--- src/rtl/booth_acc_pkg.sv ---
// booth_acc_pkg: widths, FSM states and operand helpers for booth_pp_accumulator
package booth_acc_pkg;
    localparam int PP_W    = 34;
    localparam int PROD_W  = 64;
    localparam int N_PP    = 17;
    localparam int GROUP   = 4;
    localparam int N_STEPS = 5;

    typedef enum logic [2:0] {IDLE, COMPRESS, ADD, ADD_LO, ADD_HI, DONE} acc_state_t;

    // Correction bit i lands at weight 2^(2i); positions never overlap, so this is a pure interleave
    function automatic logic [PROD_W-1:0] corr_vec(input logic [N_PP-2:0] ec);
        logic [PROD_W-1:0] v;
        v = '0;
        for (int i = 0; i < N_PP - 1; i++) v[2*i] = ec[i];
        return v;
    endfunction

    function automatic logic [PROD_W-1:0] pp_term(input logic [PP_W-1:0] pp, input logic [3:0] idx);
        return {{(PROD_W-PP_W){pp[PP_W-1]}}, pp} << {idx, 1'b0};
    endfunction
endpackage

--- src/rtl/booth_pp_accumulator_csa_6to2.sv ---
// csa_6to2: combinational 64-bit 6:2 carry-save compressor from four cascaded 3:2 stages
module csa_6to2
    import booth_acc_pkg::*;
(
    input  logic [PROD_W-1:0] a,
    input  logic [PROD_W-1:0] b,
    input  logic [PROD_W-1:0] c,
    input  logic [PROD_W-1:0] d,
    input  logic [PROD_W-1:0] e,
    input  logic [PROD_W-1:0] f,
    output logic [PROD_W-1:0] sum,
    output logic [PROD_W-1:0] carry
);
    logic [PROD_W-1:0] s1, c1, s2, c2, s3, c3;
    // carries move up one bit; anything past bit 63 falls off
    always_comb begin
        s1    = a ^ b ^ c;
        c1    = ((a & b) | (a & c) | (b & c)) << 1;
        s2    = d ^ e ^ f;
        c2    = ((d & e) | (d & f) | (e & f)) << 1;
        s3    = s1 ^ c1 ^ s2;
        c3    = ((s1 & c1) | (s1 & s2) | (c1 & s2)) << 1;
        sum   = s3 ^ c3 ^ c2;
        carry = ((s3 & c3) | (s3 & c2) | (c3 & c2)) << 1;
    end
endmodule

--- src/rtl/booth_pp_accumulator.sv ---
// booth_pp_accumulator: sequential carry-save reduction of 17 Booth partial products into a 64-bit product.
// Define BOOTH_ACC_SPLIT_CPA_EN to split the final add into two 32-bit halves (one extra cycle).
module booth_pp_accumulator
    import booth_acc_pkg::*;
(
    input  logic              Clk,
    input  logic              Reset,
    input  logic              In_Valid,
    output logic              In_Ready,
    input  logic [PP_W-1:0]   PP0,
    input  logic [PP_W-1:0]   PP1,
    input  logic [PP_W-1:0]   PP2,
    input  logic [PP_W-1:0]   PP3,
    input  logic [PP_W-1:0]   PP4,
    input  logic [PP_W-1:0]   PP5,
    input  logic [PP_W-1:0]   PP6,
    input  logic [PP_W-1:0]   PP7,
    input  logic [PP_W-1:0]   PP8,
    input  logic [PP_W-1:0]   PP9,
    input  logic [PP_W-1:0]   PP10,
    input  logic [PP_W-1:0]   PP11,
    input  logic [PP_W-1:0]   PP12,
    input  logic [PP_W-1:0]   PP13,
    input  logic [PP_W-1:0]   PP14,
    input  logic [PP_W-1:0]   PP15,
    input  logic [31:0]       PP16,
    input  logic [15:0]       Error_Correction,
    output logic              Out_Valid,
    input  logic              Out_Ready,
    output logic [PROD_W-1:0] Product,
    output logic              Busy
);
`ifdef BOOTH_ACC_SPLIT_CPA_EN
    localparam acc_state_t FIRST_ADD = ADD_LO;
    logic cy;
`else
    localparam acc_state_t FIRST_ADD = ADD;
`endif

    acc_state_t        state;
    logic [2:0]        step;
    logic [PROD_W-1:0] s, c, csa_s, csa_c;
    logic [PROD_W-1:0] ops [GROUP];
    logic [PP_W-1:0]   pp_in [16];
    logic [PP_W-1:0]   pp_q [16];
    logic [31:0]       pp16_q;
    logic [15:0]       ec_q;

    assign pp_in    = '{PP0, PP1, PP2, PP3, PP4, PP5, PP6, PP7,
                        PP8, PP9, PP10, PP11, PP12, PP13, PP14, PP15};
    assign In_Ready = state == IDLE && !Reset;
    assign Busy     = state != IDLE;

    // Steps 0..3 take four aligned Booth rows; the last step folds in PP16 and the correction vector
    always_comb begin
        for (int k = 0; k < GROUP; k++) ops[k] = pp_term(pp_q[{step[1:0], 2'(k)}], {step[1:0], 2'(k)});
        if (step == 3'(N_STEPS - 1)) begin
            ops[0] = {pp16_q, 32'b0};
            ops[1] = corr_vec(ec_q);
            ops[2] = '0;
            ops[3] = '0;
        end
    end

    csa_6to2 u_csa (
        .a(s), .b(c), .c(ops[0]), .d(ops[1]), .e(ops[2]), .f(ops[3]),
        .sum(csa_s), .carry(csa_c)
    );

    always_ff @(posedge Clk) begin
        if (Reset) begin
            state     <= IDLE;
            step      <= '0;
            s         <= '0;
            c         <= '0;
            Out_Valid <= 1'b0;
            Product   <= '0;
`ifdef BOOTH_ACC_SPLIT_CPA_EN
            cy        <= 1'b0;
`endif
        end else begin
            case (state)
                IDLE: if (In_Valid) begin
                    pp_q   <= pp_in;
                    pp16_q <= PP16;
                    ec_q   <= Error_Correction;
                    s      <= '0;
                    c      <= '0;
                    step   <= '0;
                    state  <= COMPRESS;
                end
                COMPRESS: begin
                    s     <= csa_s;
                    c     <= csa_c;
                    step  <= step + 3'd1;
                    state <= step == 3'(N_STEPS - 1) ? FIRST_ADD : COMPRESS;
                end
`ifdef BOOTH_ACC_SPLIT_CPA_EN
                ADD_LO: begin
                    {cy, Product[31:0]} <= {1'b0, s[31:0]} + {1'b0, c[31:0]};
                    state <= ADD_HI;
                end
                ADD_HI: begin
                    Product[63:32] <= s[63:32] + c[63:32] + {31'b0, cy};
                    Out_Valid      <= 1'b1;
                    state          <= DONE;
                end
`else
                ADD: begin
                    Product   <= s + c;
                    Out_Valid <= 1'b1;
                    state     <= DONE;
                end
`endif
                DONE: if (Out_Ready) begin
                    Out_Valid <= 1'b0;
                    state     <= IDLE;
                end
                default: state <= IDLE;
            endcase
        end
    end
endmodule

--- config.mk ---
export PLATFORM = sky130hd
export DESIGN_NAME = booth_pp_accumulator
export DESIGN_NICKNAME = d
export VERILOG_FILES = /design/src/rtl/booth_acc_pkg.sv /design/src/rtl/booth_pp_accumulator_csa_6to2.sv /design/src/rtl/booth_pp_accumulator.sv
export SDC_FILE = /design/constraint.sdc
export NUM_CORES = 2
export LEC_CHECK = 0
export CAP_MARGIN = 20
export CORE_ASPECT_RATIO = 0.9
export CORE_MARGIN = 10
export CORE_UTILIZATION = 35
export CTS_BUF_LIST = sky130_fd_sc_hd__clkbuf_4 sky130_fd_sc_hd__clkbuf_8
export CTS_CLUSTER_DIAMETER = 100
export DETAILED_ROUTE_END_ITERATION = 10
export GPL_ROUTABILITY_DRIVEN = 0
export PLACE_DENSITY_LB_ADDON = 0.08
export SLEW_MARGIN = 20
export SYNTH_ARGS = -nofsm -noshare
export SYNTH_HDL_FRONTEND = slang
export SYNTH_SLANG_ARGS = --single-unit
--- constraint.sdc ---
create_clock -name Clk -period 16.5 [get_ports Clk]
set_input_delay 2.475 -clock Clk [delete_from_list [all_inputs] [get_ports Clk]]
set_output_delay 2.475 -clock Clk [all_outputs]
set_load 0.01 [all_outputs]
== After elaboration in Yosys (flattened, before gate mapping) ==
Index checks and enable logic that the tools add are counted.

* Register bits: 791
* Input bits: 596

* Add/subtract/negate cells: 2
* $lt $le $gt $ge: 4
* Equal/unequal tests: 6
* Shift-type cells: 4
* Mux-type cells: 24
* Bitwise gates (word level): 33
* Reductions and logical operators: 10

{| class="wikitable"
|+ Operators with widths
! kind !! count
|-
| $and A63 B63 Y63 || 12
|-
| $bmux W34 S4 || 4
|-
| $xor A64 B64 Y64 || 8
|-
| $or A63 B63 Y63 || 8
|-
| $mux W34 || 8
|-
| $mux W256 || 1
|-
| $pmux W64 S2 || 2
|-
| $shl A64 B5 Y64 || 4
|-
| $add A64 B64 Y64 || 1
|-
| $mux W64 || 1
|-
| $ge A5 B5 Y1 const B || 4
|-
| $not A4 Y5 || 4
|-
| $pmux W3 S4 || 1
|-
| $mux W3 || 3
|-
| $eq A3 B3 Y1 const B || 2
|-
| $pmux W3 S2 || 1
|-
| $reduce_and A2 Y1 || 3
|-
| $ne A2 B2 Y1 const B || 2
|-
| $reduce_bool A2 Y1 || 2
|-
| $add A3 B1 Y3 const B || 1
|-
| $eq A3 B1 Y1 const B || 1
|-
| $eq A3 B2 Y1 const B || 1
|-
| $logic_not A3 Y1 || 1
|-
| $reduce_and A3 Y1 || 1
|-
| other kinds (7) || 7
|}

== Depth between registers and ports, before layout ==
* Word-level depth: 16
* Mapped depth: 19
* Mapped depth without buffers: 14

== Hierarchy ==
A second synthesis with hierarchy kept.

* Cell total of the unflattened synthesis: 3009
* Area, all modules: 38897.3 µm²

{| class="wikitable"
|+ Modules (own cells, without submodules)
! module !! times used !! cells each !! area each (µm²) !! sequential area each (µm²)
|-
| booth_pp_accumulator || 1 || 2739 || 33752.4 || 21760.9
|-
| csa_6to2 || 1 || 270 || 5144.9 || 0.0
|}

== Worst setup path before layout ==
No wires, ideal clock.

* Kind: input to register
* Start point: input Reset
* End point: register ec_q[0] (enable)
* Data arrival time: 16.497 ns
* Required time: 15.466 ns
* Setup slack: -1.032 ns
* Stages: 4
* Cell sequence: clkbuf_1 > clkbuf_1 > nor2_1 > and2_1

* Longest elaborated chain between the ends: 2

{| class="wikitable"
|+ Ends and longest elaborated chain
! item !! line !! text
|-
| from (decl) || booth_pp_accumulator.sv:7 || <nowiki>input logic Reset,</nowiki>
|-
| $not A1 Y1 (no source line) || - ||
|-
| $reduce_and A3 Y1 (no source line) || - ||
|-
| to (signal assigned) || booth_pp_accumulator.sv:86 || <nowiki>ec_q <= Error_Correction;</nowiki>
|-
| to (decl) || booth_pp_accumulator.sv:47 || <nowiki>logic [15:0] ec_q;</nowiki>
|}

Every way passes these cells.
A chain may end at the register's enable or synchronous reset.

== Worst setup path after layout ==
* Start point: input Reset
* End point: output In_Ready

* Longest elaborated chain between the ends: 2

{| class="wikitable"
|+ Ends and longest elaborated chain
! item !! line !! text
|-
| $logic_not A1 Y1 || booth_pp_accumulator.sv:51 || <nowiki>assign In_Ready = state == IDLE && !Reset;</nowiki>
|-
| $logic_and A1 B1 Y1 || booth_pp_accumulator.sv:51 ||
|-
| to (decl) || booth_pp_accumulator.sv:9 || <nowiki>output logic In_Ready,</nowiki>
|}

Every way passes these cells.

==> out/results.tsv <==
metric	value	unit
status	complete, no violations	
Yosys warnings	0	
Crit. End Element	primary output	
count of flip-flops with a built-in enable after synthesis	592	
Max VDD drop	0.0897	mV
Die H	340	um
Resized cells post-CTS	0	
row count	117	
CTS Buf Count	146	
final setup fails	0	
arrival time at the worst endpoint	3.48	ns
Max clock buf depth	3	
DRC errors left	0	
Top FF cell, synth	edfxtp_1	
Layout Nets	4834	
Yosys top cell by area	edfxtp_1	
critical path startpoint category	primary input	
final worst path period share	36.1	%
antenna violation net count after detailed routing	0	
Power Dens Cells	129	nW/um^2
Max Cap Viol	0	
cell with the most instances after synthesis	edfxtp_1	
slowest stage cell, crit path	clkdlybuf4s50_1	
Final Max Tran Viols	0	
number of clock sinks	789	
HPWL after DPL	110000	um
die area	128000	sq um
Post-Syn Instances	3270	
Synth Cell Area	39900	sq um
setup TNS	0	ns
leakage	19.7	nW
die width	376	um
WL per Instance	25.8	um
CP max stage delay	0.51	ns
clock root buffer	clkbuf_8	
Seq/Total Area, Yosys	54.5	%
Max Clk Rate	168	MHz
Hold Slack	0.451	ns
core region area	113000	sq um
DR iter-0 viols	1918	
type of the worst setup path	primary input to primary output	
Slew HR	29.5	%
First-pass DRT Iterations	5	
first-pass GRT wire length	205000	um
clk slew on worst S/H paths	0.05	ns
Synth Register Bits	789	
CTS Hold Buffers Added	0	
# H-tree levels	4	
via count	27500	
Slew @ Worst Pin	1.06	ns
vias in the first global route	29100	
Final Core Density	45.0	%
top-area cell type share of the netlist area	44.6	%
Initial Util	35.2	%
post-synth cell types	78	
most frequent cells after synthesis	592 x edfxtp_1, 328 x nand2_1, 318 x inv_1	
Port Buffers	662	
Worst Skew	0.0339	ns
ranking of synthesized cells by area	edfxtp_1 45%, fa_1 12%, dfxtp_1 9.9%	
Fillers	10700	
Syn Area/Cell	12.2	sq um
CTS tree	yes	
initial antenna violation count	45	
GRT Util Overall	22.0	%
share of layout cells above drive strength 1	9.31	%
Hold Crit Class	register to register	
critical-path cell list	buf_6 -> nor2_1 -> clkdlybuf4s50_1	
largest net degree at the start of global routing	150	
CP Max Fanout	57	
worst reg-to-reg setup slack	10.96	ns
min Tclk post-route	5.96	ns
Worst Path Required	14.03	ns
area delta synth->final	27.8	%
RSZ-0062 raised after global routing	no	
postcts setup bufs	0	
syn_nets	4178	
Boundary Pins	663	
Post-synth ARST share	0	%
GR Overflow Total	0	
drt via density	4.97	
Hold Vio Cnt, Final	0	
Worst-Skew Late Latency	0.88	ns
drt total wl	143000	um
report_power, final:
group	internal [mW]	switching [mW]	total, mW
clock	1.06	0.887	1.95
combinational	0.918	1.27	2.19
sequential	2.31	0.148	2.45
area by class of cell:
type	instances	area (sq um)	share of cell area [%]
Antenna cell	11	27.5	0.0540
Clock buffer	211	2580	5.07
Clock inverter	50	377	0.739
Inverter	320	1200	2.36
Multi-Input combinational cell	1977	16300	32.0
Sequential cell	789	21700	42.6
Tap cell	1487	1860	3.65
Timing Repair Buffer	692	6890	13.5
layer usage:
metal  global-route usage, %  part of all wire [%]  wire [um]
met3                    5.97                   6.2       8870
met5                       0                  0.16        235
met1                    26.6                    41      58000
met2                    38.7                    51      73400
met4                    5.54                   1.6       2320
kinds of logic after synthesis:
group                    share of synthesized area [%]
multiplexers                                      5.63
AO/OA/AOI/OAI                                     11.0
XOR/XNOR                                          1.25
AND/OR/NAND/NOR                                   8.53
adder cells (fa/ha/maj)                           14.3
buffers and inverters                             4.79
flip-flops                                        54.5
stage by stage:
stage	total power [mW]	std cells	instance area (sq um)	worst slack, ns
floorplan	3.96	3270	39900	5.66
global placement	4.66	5265	48000	10.11
detailed placement	4.69	5265	48000	10.08
CTS	6.68	5526	50900	10.51
finish	6.59	5537	51000	10.54
global route	7.11	5535	51000	10.47
critical path, delay by kind of cell:
family | cells | cell delay, ns
buffers and inverters | 2 | 0.87
AND/OR/NAND/NOR | 1 | 0.13
path summary, 6_finish.rpt:
kind               start          end  depth (start not counted)
max                Reset     In_Ready                          3
min          Product[54]  Product[54]                          2
max reg2reg      step[0]        s[56]                         17
min reg2reg  Product[54]  Product[54]                          2
flip-flops by register name, indices dropped and copies added (netlist names):
name and flops:
state 3, Out_Valid 1, pp_q 544, Product 64, ec_q 16, s 64, step 3, pp16_q 32
c 62
layout by cell type (no fill, tap or decap), types with 73 or more instances in the layout:
master,n
a21o_1,74
a21oi_1,302
clkbuf_8,160
clkdlybuf4s50_1,661
dfxtp_1,195
edfxtp_1,592
fa_1,238
ha_1,74
inv_1,317
mux2i_1,79
nand2_1,325
nor2_1,298
o21ai_0,73
(Power assumes the default switching activity.)
